$ cat config.mk
export PLATFORM = sky130hd
export DESIGN_NAME = posit_dot_seq
export DESIGN_NICKNAME = d
export VERILOG_FILES = /design/src/rtl/posit_dot_seq.sv
export SDC_FILE = /design/constraint.sdc
export NUM_CORES = 1
export LEC_CHECK = 0
export CORE_ASPECT_RATIO = 1.75
export CORE_MARGIN = 8
export CORE_UTILIZATION = 40
export CTS_BUF_LIST = sky130_fd_sc_hd__clkbuf_16
export CTS_CLUSTER_SIZE = 25
export DETAILED_ROUTE_END_ITERATION = 10
export GPL_TIMING_DRIVEN = 0
export PLACE_DENSITY_LB_ADDON = 0.15
export SLEW_MARGIN = 20
export SYNTH_ARGS = -nofsm -noshare
export SYNTH_HDL_FRONTEND = slang
export SYNTH_HIERARCHICAL = 1
export SYNTH_SLANG_ARGS = --single-unit
$ cat constraint.sdc
create_clock -name clk -period 63.1 [get_ports clk]
set_input_delay 6.31 -clock clk [delete_from_list [all_inputs] [get_ports clk]]
set_output_delay 6.31 -clock clk [all_outputs]
set_load 0.02 [all_outputs]
$ cat src/rtl/posit_dot_seq.sv
// posit_dot_seq: framed dot-product sequencer around an 8-bit posit (es=0) MAC.
//
// A start pulse in IDLE latches a vector length. The block then accepts that
// many (in_a, in_b) pairs over a valid/ready handshake. For each accepted pair
// it computes acc <- round(in_a * in_b + acc). After the last pair it presents
// acc on a valid/ready result port. A len=0 frame goes straight to the result.
//
// Ports:
//   clk, rst_n            clock, asynchronous active-low reset
//   start, len            frame command and vector length (sampled in IDLE only)
//   in_valid, in_ready    operand handshake (in_ready high only while accumulating)
//   in_a, in_b            posit operands
//   out_valid, out_ready  result handshake
//   out_data              dot-product result (the accumulator register)
//   busy                  high whenever a frame is in progress
//   nar_seen              sticky: an accepted operand (or bias) was NaR this frame
//   bias                  (POSIT_DOT_BIAS_EN only) initial accumulator value,
//                         sampled with start
//
// Build option: define POSIT_DOT_BIAS_EN to add the bias input.
//
// posit_mac_8bit: combinational fused multiply-add res = round(in_a*in_b + in_c)
// with a single round-to-nearest-even, saturation to +/-maxpos, no underflow
// to zero, and NaR (0x80) propagation.

module posit_dot_seq #(
  parameter int LEN_W = 8
) (
  input  logic             clk,
  input  logic             rst_n,
  input  logic             start,
  input  logic [LEN_W-1:0] len,
  input  logic             in_valid,
  output logic             in_ready,
  input  logic [7:0]       in_a,
  input  logic [7:0]       in_b,
  output logic             out_valid,
  input  logic             out_ready,
  output logic [7:0]       out_data,
  output logic             busy,
  output logic             nar_seen
`ifdef POSIT_DOT_BIAS_EN
  ,
  input  logic [7:0]       bias
`endif
);

  localparam logic [7:0] NAR = 8'h80;

  typedef enum logic [1:0] {
    IDLE,
    ACCUM,
    DONE
  } state_t;

  state_t           state_q, state_d;
  logic [7:0]       acc_q, acc_d;
  logic [LEN_W-1:0] count_q, count_d;
  logic             nar_q, nar_d;
  logic [7:0]       mac_res;
  logic [7:0]       init_acc;
  logic             init_nar;

`ifdef POSIT_DOT_BIAS_EN
  assign init_acc = bias;
  assign init_nar = (bias == NAR);
`else
  assign init_acc = 8'h00;
  assign init_nar = 1'b0;
`endif

  posit_mac_8bit u_mac (
    .in_a (in_a),
    .in_b (in_b),
    .in_c (acc_q),
    .res  (mac_res)
  );

  // NOTE: every signal written here gets a default first so no path leaves it
  // unassigned; otherwise synthesis would infer a latch to hold the old value.
  always_comb begin
    state_d = state_q;
    acc_d   = acc_q;
    count_d = count_q;
    nar_d   = nar_q;
    unique case (state_q)
      IDLE: begin
        if (start) begin
          acc_d = init_acc;
          nar_d = init_nar;
          if (len != '0) begin
            count_d = len;
            state_d = ACCUM;
          end else begin
            state_d = DONE;
          end
        end
      end
      ACCUM: begin
        // in_ready is high for the whole state, so in_valid alone is acceptance.
        if (in_valid) begin
          acc_d   = mac_res;
          count_d = count_q - LEN_W'(1);
          nar_d   = nar_q | (in_a == NAR) | (in_b == NAR);
          if (count_q == LEN_W'(1)) state_d = DONE;
        end
      end
      DONE: begin
        // start is deliberately not looked at here, even on the handshake cycle.
        if (out_ready) state_d = IDLE;
      end
      default: state_d = IDLE;
    endcase
  end

  // NOTE: sequential state uses non-blocking assignments so every register
  // samples the pre-edge values, independent of statement order.
  always_ff @(posedge clk or negedge rst_n) begin
    if (!rst_n) begin
      state_q <= IDLE;
      acc_q   <= 8'h00;
      count_q <= '0;
      nar_q   <= 1'b0;
    end else begin
      state_q <= state_d;
      acc_q   <= acc_d;
      count_q <= count_d;
      nar_q   <= nar_d;
    end
  end

  // The accumulator only changes on accepted pairs or start, so it is stable
  // for the whole DONE state and can drive out_data directly.
  assign in_ready  = (state_q == ACCUM);
  assign out_valid = (state_q == DONE);
  assign busy      = (state_q != IDLE);
  assign out_data  = acc_q;
  assign nar_seen  = nar_q;

endmodule

module posit_mac_8bit (
  input  logic [7:0] in_a,
  input  logic [7:0] in_b,
  input  logic [7:0] in_c,
  output logic [7:0] res
);

  localparam logic [7:0] NAR = 8'h80;

  // Every es=0 8-bit posit is an exact multiple of 2^-6 with magnitude <= 64,
  // so decoding to fixed point scaled by 2^6 is lossless. Products are then
  // scaled by 2^12 and the sum stays exact within 28 signed bits.
  function automatic logic signed [27:0] decode(input logic [7:0] p);
    logic [6:0]  mag;
    logic        r0;
    int          run;
    int          k;
    int          nf;
    logic [6:0]  frac;
    logic [13:0] fixed_u;
    mag = p[7] ? (~p[6:0] + 7'd1) : p[6:0];
    r0  = mag[6];
    run = 0;
    for (int i = 6; i >= 0; i--) begin
      if (mag[i] == r0 && run == 6 - i) run++;
    end
    k  = r0 ? run - 1 : -run;
    nf = (run >= 6) ? 0 : 6 - run;
    frac    = mag & ((7'd1 << nf) - 7'd1);
    // Shift is k+6-nf, never negative for es=0.
    fixed_u = ({7'd0, frac} | (14'd1 << nf)) << (k + 6 - nf);
    if (p == 8'h00) fixed_u = '0;
    return p[7] ? -{14'd0, fixed_u} : {14'd0, fixed_u};
  endfunction

  // Builds the unbounded posit bit string (regime then every fraction bit
  // below the leading one), keeps 7 body bits and rounds to nearest even on
  // the string. A round-up carry walks naturally into the next regime.
  function automatic logic [7:0] encode(input logic signed [27:0] v);
    logic [27:0] m;
    int          msb;
    int          k;
    int          rlen;
    logic [6:0]  reg_bits;
    logic [33:0] aligned;
    logic [6:0]  body;
    logic        rnd;
    m        = v[27] ? -v : v;
    msb      = 0;
    rlen     = 0;
    reg_bits = '0;
    aligned  = '0;
    rnd      = 1'b0;
    for (int i = 0; i < 28; i++) begin
      if (m[i]) msb = i;
    end
    k = msb - 12;
    if (m == '0) return 8'h00;
    if (k >= 6) begin
      body = 7'h7F;           // saturate to maxpos
    end else if (k < -6) begin
      body = 7'h01;           // never round a nonzero value to zero
    end else begin
      if (k >= 0) begin
        rlen     = k + 2;
        reg_bits = ((7'd1 << (k + 1)) - 7'd1) << 1;
      end else begin
        rlen     = 1 - k;
        reg_bits = 7'd1;
      end
      aligned = {reg_bits, 27'(m << (27 - msb))} << (7 - rlen);
      rnd     = aligned[26] & ((|aligned[25:0]) | aligned[27]);
      body    = aligned[33:27] + {6'd0, rnd};
    end
    return v[27] ? -{1'b0, body} : {1'b0, body};
  endfunction

  always_comb begin
    if (in_a == NAR || in_b == NAR || in_c == NAR) begin
      res = NAR;
    end else begin
      res = encode(decode(in_a) * decode(in_b) + (decode(in_c) <<< 6));
    end
  end

endmodule

==> Yosys cells after proc, flatten, opt, wreduce, memory -nomap -nowiden <==
Index checks and enable logic that the tools add are counted.
{ "op_classes": {"n_eq_ne": 45, "mul": 1, "magnitude_cmp": 6, "n_mux": 120, "addsub": 52, "reduce_logical": 32, "n_bitwise": 13, "div": 0, "shift": 12} }
{ "ops": {"columns": ["cell", "count"], "rows": [
  ["2-to-1 mux 32 bit", 49],
  ["adder 32 x 2 -> 32 bit (second input constant)", 17],
  ["equality test 32 x 4 -> 1 bit (second input constant)", 9],
  ["equality test 32 x 3 -> 1 bit (second input constant)", 6],
  ["greater-or-equal comparator 32 x 4 -> 1 bit (second input constant)", 4],
  ["subtractor 4 x 32 -> 32 bit (first input constant)", 4],
  ["adder 32 x 4 -> 32 bit (second input constant)", 3],
  ["negator 32 bit", 3],
  ["left shift 1 x 32 -> 14 bit (first input constant)", 3],
  ["left shift 1 x 32 -> 7 bit (first input constant)", 3],
  ["left shift 14 x 32 -> 14 bit", 3],
  ["subtractor 32 x 2 -> 32 bit (second input constant)", 3],
  ["subtractor 32 bit", 3],
  ["2-to-1 mux 14 bit", 6],
  ["2-to-1 mux 28 bit", 3],
  ["2-to-1 mux 7 bit", 12],
  ["2-to-1 mux 8 bit", 9],
  ["2-to-1 mux 5 bit", 12],
  ["negator 14 -> 28 bit", 2],
  ["bitwise OR 7 x 14 -> 14 bit", 3],
  ["left shift 34 x 32 -> 34 bit", 1],
  ["adder 32 x 3 -> 32 bit (second input constant)", 1],
  ["equality test 32 x 2 -> 1 bit (second input constant)", 1],
  ["greater-or-equal comparator 32 x 1 -> 1 bit (second input constant)", 1],
  ["other kinds (45)", 120]
]} }
{ "totals": {"ramBits": 0, "in_bits": 29, "mem_count": 0, "latchBits": 0, "output_inout_bits": 12, "mem_bits_ro": 0, "word_cells": 285, "regBits": 19} }

==> Longest topological paths before layout <==
Gate-level depths: netlist of run 1.
{ "depth": {"ltp_word": 95, "mapped_depth": 121, "depth_no_buf": 113} }

==> Cells and area by module <==
Netlist of run 1, hierarchy kept.
{ "by_module_without_submodules": {"columns": ["module", "instances", "seq_area_each_um2", "area_per_inst_um2", "cells_each"], "rows": [
  ["posit_mac_8bit", 1, 0.0, 31546.5, 4313],
  ["posit_dot_seq", 1, 475.5, 1056.0, 108]
]} }

==> Worst setup path before layout of run 1 <==
No wires, ideal clock.
{ "synth_path": {"kind": "input -> register", "start": "input in_a[0]", "end": "register acc_q[6] (netlist: out_data[6])", "setup_time_ps": 121, "arrival_ps": 30574, "path_slack_ps": 32405, "required_time_ps": 62979, "n_path_buf": 13, "path_stages": 110, "cell_sequence": "inv_1 > ha_1 > nor3b_4 > a211oi_1 > nor2_4 > nor2_1 > a22oi_1 > ha_1 > a311o_1 > a22o_1 > inv_1 > ha_1 > nand2_1 > a21oi_1 > or2_1 > a211oi_2 > or3_1 > buf_2 > [... 74 more ...] > nand2_1 > a21oi_1 > a41oi_1 > clkbuf_1 > nand2b_1 > o22a_1 > o21ai_0 > or2_0 > o311ai_0 > nand4_1 > o32ai_2 > ha_1 > inv_1 > a211o_1 > o31ai_1 > xor2_1 > nor2_1 > a22o_1"} }
{ "synth_between": {"elab_chain_cells": 94, "word_cells_on_any_way": 131, "classes_between": "24 x add/sub; 1 x mul; 4 x order compare; 12 x eq/ne; 6 x shift; 68 x mux; 5 x bitwise; 11 x reduce/logical"} }
{ "synth_lines": {"columns": ["element", "line_no", "source"], "rows": [
  ["start: declaration", "35", "input logic [7:0] in_a,"],
  ["branches (longest 91 deep; another with adder 32 x 2 -> 32 bit)", null, null],
  ["2-to-1 mux 8 bit (*)", "220", "if (in_a == NAR || in_b == NAR || in_c == NAR) begin"],
  ["via mac_res[6]", "60", "logic [7:0] mac_res;"],
  ["2-to-1 mux 8 bit (*)", "101", "if (in_valid) begin"],
  ["case mux 8 bit (2 select lines) (*)", "86", "unique case (state_q)"],
  ["end signal: assignment", "121", "acc_q <= 8'h00;"],
  ["end signal: assignment", "126", "acc_q <= acc_d;"],
  ["end: declaration", "57", "logic [7:0] acc_q, acc_d;"]
]} }
Mark *: on every way through the listed nets, which the timed path passes. The select of a mux whose other input is x is not followed.
A chain may end at the register's enable or synchronous reset.

==> Final worst setup path of run 1 <==
{ "layout_path": {"start": "input in_b[0]", "end": "register acc_q[6] (netlist: out_data[6])"} }
{ "layout_between": {"elab_chain_cells": 94, "word_cells_on_any_way": 131, "classes_between": "24 x add/sub; 1 x mul; 4 x order compare; 12 x eq/ne; 6 x shift; 68 x mux; 5 x bitwise; 11 x reduce/logical"} }
{ "layout_lines": {"columns": ["element", "line_no", "source"], "rows": [
  ["start: declaration", "36", "input logic [7:0] in_b,"],
  ["branches (longest 91 deep; another with adder 32 x 2 -> 32 bit)", null, null],
  ["2-to-1 mux 8 bit (*)", "220", null],
  ["via mac_res[6]", "60", null],
  ["2-to-1 mux 8 bit (*)", "101", null],
  ["case mux 8 bit (2 select lines) (*)", "86", null]
]} }
Marks and branches as above.

==> flow_metrics.env, run 1 <==
export IMPL_status="finished clean"
export IMPL_rsz0062_at_grt="no"
export IMPL_worstSetupEndpointType="flop"
export IMPL_hold_viol=0
export IMPL_synthMuxAreaShare_pct=2.72
export IMPL_nets=5099
export IMPL_slowest_stage="o31ai_1"
export IMPL_postCtsSetupBuffers=0
export IMPL_setup_violations=0
export IMPL_rows=138
export IMPL_root_buffer="clkbuf_16"
export IMPL_yosys_top_cells_area="fa_1 (20%), ha_1 (9.9%), inv_1 (6.5%)"
export IMPL_clkSinkCount=19
export IMPL_yosys_area_share_simple_pct=23.5
export IMPL_synth_xor_area_share_pct=6.59
export IMPL_first_pass_iters=6
export IMPL_required_ps=63240
export IMPL_drive_gt1_share_pct=7.04
export IMPL_synth_top_family_by_area="adder cells"
export IMPL_cts_resized=0
export IMPL_ys_warnings_count=6
export IMPL_synth_area_leader_cell="fa_1"
export IMPL_cp_arrival_ps=41720
export IMPL_dp_cells=5531
export IMPL_slowest_delay_ps=980
export IMPL_drc=0
export IMPL_dieArea_um2=91300
export IMPL_gr_usage_all_layers_pct=29.1
export IMPL_clkTransAtPathRegs_ps=50
export IMPL_first_global_vias=35100
export IMPL_die_y_um=394
export IMPL_synth_edf_count=0
export IMPL_port_buffers=40
export IMPL_syn_inst=4421
export IMPL_hold_worst_slack_ps=490
export IMPL_fp_dieW_um=232
export IMPL_final_util_pct=42.8
export IMPL_io_pins=41
export IMPL_avgRoutedWirePerCell_um=24.8
export IMPL_antenna_found_initial=1
export IMPL_synth_seq_cells=19
export IMPL_crit_path_start_kind="input port"
export IMPL_maxSlewHeadroom_pct=21.3
export IMPL_synth_cell_type_count=154
export IMPL_fmax_mhz=24.1
export IMPL_crit_type="input port to flop"
export IMPL_async_reset_ff_share_pct=100
export IMPL_drt_iter0_drc=2206
export IMPL_drt_wl_total_um=137000
export IMPL_fill_cells=8669
export IMPL_drv_slew=0
export IMPL_clockBufferDepth=2
export IMPL_yosysTopAreaCellShare_pct=20.0
export IMPL_fin_crit_ps=41570
export IMPL_cts_htree_levels=1
export IMPL_ff2ff_path_depth=110
export IMPL_grt_max_degree=20
export IMPL_post_dp_hpwl_um=116000
export IMPL_fin_cells=5538
export IMPL_via_count=33800
export IMPL_place_gp_congestion=1.07
export IMPL_cts_tree="yes"
export IMPL_synth_compound_area_share_pct=26.0
export IMPL_fin_crit_sh_pct=65.9
export IMPL_cts_made_buffers=3
export IMPL_drv_cap=0
export IMPL_grt_overflow=0
export IMPL_synth_avg_cell_area_um2=7.37
export IMPL_ctsHoldBuffers=0
export IMPL_area_delta_synth_final_pct=5.99
export IMPL_hp_class="flop to flop"
export IMPL_grt_pass1_wl_um=207000
export IMPL_worst_path_most_repeated_cell="ha_1"
export IMPL_vias_per_cell=6.10
export IMPL_min_path_cells=1
export IMPL_tns_ps=0
export IMPL_ys_top_cells_by_count="inv_1 (567), nor2_1 (474), nand2_1 (359), fa_1 (325), ha_1 (257)"
export IMPL_finClkSkew_ps=1.26
export IMPL_synth_adder_area_share_pct=29.8
export IMPL_synth_most_common_cell="inv_1"
export IMPL_start_util_pct=40.3
export IMPL_yosysSeqAreaShare_pct=1.46
export IMPL_clk_insertion_delay_late_ps=250
export IMPL_coreArea_um2=80800
export IMPL_cp_max_fo=13
export IMPL_ys_flop_type="dfrtp_1"
export IMPL_tightest_slew_ps=1170
export IMPL_synth_area_um2=32600
export IMPL_ant_nets=0
stage by stage:
stage                     worst slack [ps]  cell area (µm²)
after floorplan                      32400            32700
after global placement               21220            34400
after detailed placement             21860            34400
after CTS                            22070            34500
after global routing                 20080            34600
final                                21530            34600
cells in the final DEF (no fill, tap or decap), types with 19 or more instances in the layout:
cell,netlist,layout
mux2_2,20,20
clkdlybuf4s50_1,0,40
and2_1,38,38
nand3_1,127,127
buf_2,42,44
a31oi_1,57,57
nor4_1,34,32
xor2_1,50,50
nand4_1,32,32
o21a_1,50,50
fa_1,325,325
and3_1,38,38
mux2i_1,40,40
xnor2_1,150,147
inv_1,567,567
nor2_1,474,474
a211oi_1,39,39
clkbuf_1,156,156
a21o_1,42,42
or2_2,65,65
nand2_1,359,359
o21ai_0,197,197
a22oi_1,31,31
a21oi_1,217,215
o211ai_1,60,60
or3_1,41,41
o31ai_1,34,34
ha_1,257,257
o21ai_1,33,33
nor3_1,94,93
nor2b_1,30,29
dfrtp_1,19,19
nand2b_1,101,101
sequential cells by signal, summed over array words and instances, names as in the netlist:
name	flops
count_q	8
out_data	8
state_q	2
nar_seen	1
kinds of logic (layout without fill, tap and decap cells):
kind of cell,Yosys count,count (layout)
fa+ha+maj,583,583
flops,19,19
buf+inv,813,862
simple gates,1557,1557
mux,72,72
compound gates,1157,1157
other cells,1,19
xor+xnor,219,219
layer usage:
layer | routed length [µm] | global-route usage (%) | vias to the layer above
li1 | - | - | 15600
met3 | 5090 | 3.29 | 685
met4 | 16800 | 28.8 | 0
met2 | 73800 | 56.6 | 1317
met1 | 41700 | 24.4 | 16200
met5 | 0 | 0 | -
final cells by class:
cell class	instances	area, µm²	area share, %
sequential	19	475	1.38
antenna	1	2.50	0.00724
buffer	229	998	2.89
inverter	584	2190	6.35
clock inverter	1	5.00	0.0145
tap	1050	1310	3.80
timing repair buffer	45	437	1.26
multi-input combinational	3606	29100	84.1
clock buffer	3	75.1	0.217
final timing paths:
kind / from / endpoint / slack [ps]
worst max-delay path: in_b[0] / out_data[6]$_DFFE_PN0P_ / 21530
worst min-delay path: count_q[7]$_DFFE_PN0P_ / count_q[7]$_DFFE_PN0P_ / 490
worst max register to register: out_data[0]$_DFFE_PN0P_ / out_data[6]$_DFFE_PN0P_ / 31610
worst min register to register: count_q[7]$_DFFE_PN0P_ / count_q[7]$_DFFE_PN0P_ / 490
max in group asynchronous: rst_n / out_data[6]$_DFFE_PN0P_ / 56030
min in group asynchronous: rst_n / count_q[3]$_DFFE_PN0P_ / 6540
critical path, delay by kind of cell:
| kind | cells | cell delay (ps) |
|---|---|---|
| buffers and inverters | 26 | 8460 |
| AND/OR/NAND/NOR | 27 | 7700 |
| XOR/XNOR | 5 | 1810 |
| adder cells (fa/ha/maj) | 19 | 6790 |
| AO/OA/AOI/OAI | 35 | 10510 |
Power of run 1 is not shown: default switching activity piles up to over one toggle a cycle in this logic, so the estimate is an artifact.
==> inputs of run 2 (changes only) <==
clock period = 41.6 ns   (was 63.1 ns; I/O delays follow)
==> run 2 against run 1 <==
Compared with the run above:
- sequential share of layout area about the same
- wire length decreased by 0.24%
- register-to-register slack got worse by 22000 ps
- global-route usage about the same
- largest cell class unchanged
- utilization about the same
- die area unchanged
- via count increased by 0.12%
==> flow_metrics.env, run 2 (same netlist as run 1, synthesis figures left out) <==
export IMPL_finClkSkew_ps=1.26
export IMPL_worstSetupEndpointType="flop"
export IMPL_drt_iter0_drc=2140
export IMPL_avgRoutedWirePerCell_um=24.8
export IMPL_critical_path_depth=112
export IMPL_min_delay_start="count_q[7]$_DFFE_PN0P_"
export IMPL_via_count=33800
export IMPL_drv_cap=0
export IMPL_timing_rr_start="out_data[0]$_DFFE_PN0P_"
export IMPL_grt_max_degree=20
export IMPL_rsz0062_at_grt="no"
export IMPL_coreArea_um2=80800
export IMPL_required_ps=41740
export IMPL_gr_usage_all_layers_pct=29.1
export IMPL_worst_path_most_repeated_cell="ha_1"
export IMPL_slowest_stage="o31ai_1"
export IMPL_worstReg2RegEnd="out_data[6]$_DFFE_PN0P_"
export IMPL_reg2reg_setup_slack_ps=10040
export IMPL_root_buffer="clkbuf_16"
export IMPL_hp_class="flop to flop"
export IMPL_cp_arrival_ps=39590
export IMPL_cts_tree="yes"
export IMPL_die_y_um=394
export IMPL_cts_made_buffers=3
export IMPL_nets=5099
export IMPL_crit_path_start_kind="input port"
export IMPL_slowest_delay_ps=990
export IMPL_first_pass_iters=6
export IMPL_cp_max_fo=13
export IMPL_crit_family="compound AO/OA/AOI/OAI gates"
export IMPL_maxSlewHeadroom_pct=18.2
export IMPL_fmax_mhz=25.3
export IMPL_io_pins=41
export IMPL_hold_worst_slack_ps=489
export IMPL_grt_overflow=0
export IMPL_grt_pass1_wl_um=207000
export IMPL_cts_htree_levels=1
export IMPL_first_global_vias=35100
export IMPL_place_gp_congestion=1.07
export IMPL_tns_ps=0
export IMPL_cts_resized=0
export IMPL_post_dp_hpwl_um=116000
export IMPL_clk_insertion_delay_late_ps=250
export IMPL_worst_path_buf_inv=26
export IMPL_fin_crit_sh_pct=94.8
export IMPL_start_util_pct=40.3
export IMPL_postCtsSetupBuffers=0
export IMPL_final_cell_mix="inv_1 (567), nor2_1 (474), nand2_1 (359)"
export IMPL_vias_per_cell=6.11
export IMPL_ctsHoldBuffers=0
export IMPL_drc=0
export IMPL_min_path_cells=1
export IMPL_multi_input_area_um2=29100
export IMPL_min_to="count_q[7]$_DFFE_PN0P_"
export IMPL_fill_cells=8668
export IMPL_dieArea_um2=91300
export IMPL_fin_crit_ps=39450
export IMPL_area_delta_synth_final_pct=6.00
export IMPL_status="finished clean"
export IMPL_port_buffers=40
export IMPL_fp_dieW_um=232
export IMPL_final_common_cell="inv_1"
export IMPL_drv_slew=0
export IMPL_rows=138
export IMPL_hold_viol=0
export IMPL_clkSinkCount=19
export IMPL_crit_start="in_b[0]"
export IMPL_tightest_slew_ps=1220
export IMPL_setup_violations=0
export IMPL_antenna_found_initial=1
export IMPL_clockBufferDepth=2
export IMPL_drive_gt1_share_pct=7.04
export IMPL_ff2ff_path_depth=110
export IMPL_regArea_um2=475
export IMPL_clkTransAtPathRegs_ps=50
export IMPL_drt_wl_total_um=137000
export IMPL_ant_nets=0
export IMPL_crit_type="input port to flop"
run 2: cell count changes in the layout (fill, tap and decap cells not counted), sizes merged:
cell   delta
diode     +1
run 2: final cells by class:
class                      instances  area share [%]
buffer                           229            2.89
tap                             1050            3.80
inverter                         584            6.35
clock buffer                       3           0.217
antenna                            2          0.0145
multi-input combinational       3606            84.1
sequential                        19            1.38
clock inverter                     1          0.0145
timing repair buffer              45            1.26
run 2: layer usage:
| layer | share of wire [%] | vias to the layer above | track usage [%] |
|---|---|---|---|
| met3 | 3.6 | 688 | 3.29 |
| met1 | 30 | 16300 | 24.4 |
| li1 | - | 15600 | - |
| met4 | 12 | 0 | 28.8 |
| met5 | 0 | - | 0 |
| met2 | 54 | 1316 | 56.6 |
run 2: stage by stage:
step                util, %  area (µm²)  instances  setup WS (ps)
floorplan                 -       32700       4438          13050
finish                 42.8       34600       5539           2150
detailed placement     42.6       34400       5531           2510
global placement       42.5       34400       5528           1870
global route           42.8       34600       5537            761
CTS                    42.7       34500       5535           2720
run 2: worst reg2reg max path: cells and delay by family (launching register included):
kind	cells	cell delay [ps]
buffers and inverters	23	5850
DFF	1	540
AOI/OAI and AO/OA	38	11500
and+or+nand+nor	23	4760
xor gates and xnor gates	7	2600
adders and majority gates	19	6190
run 2: how the worst max path moves through the flow:
stage / end / slack, ps
2_1_floorplan: out_data[6]$_DFFE_PN0P_ / 13050
3_3_place_gp: out_data[6]$_DFFE_PN0P_ / 1870
3_5_place_dp: out_data[6]$_DFFE_PN0P_ / 2510
4_1_cts: out_data[6]$_DFFE_PN0P_ / 2720
5_1_grt: out_data[6]$_DFFE_PN0P_ / 760
6_report: out_data[6]$_DFFE_PN0P_ / 2150
Power of run 2 is left out for the same reason.
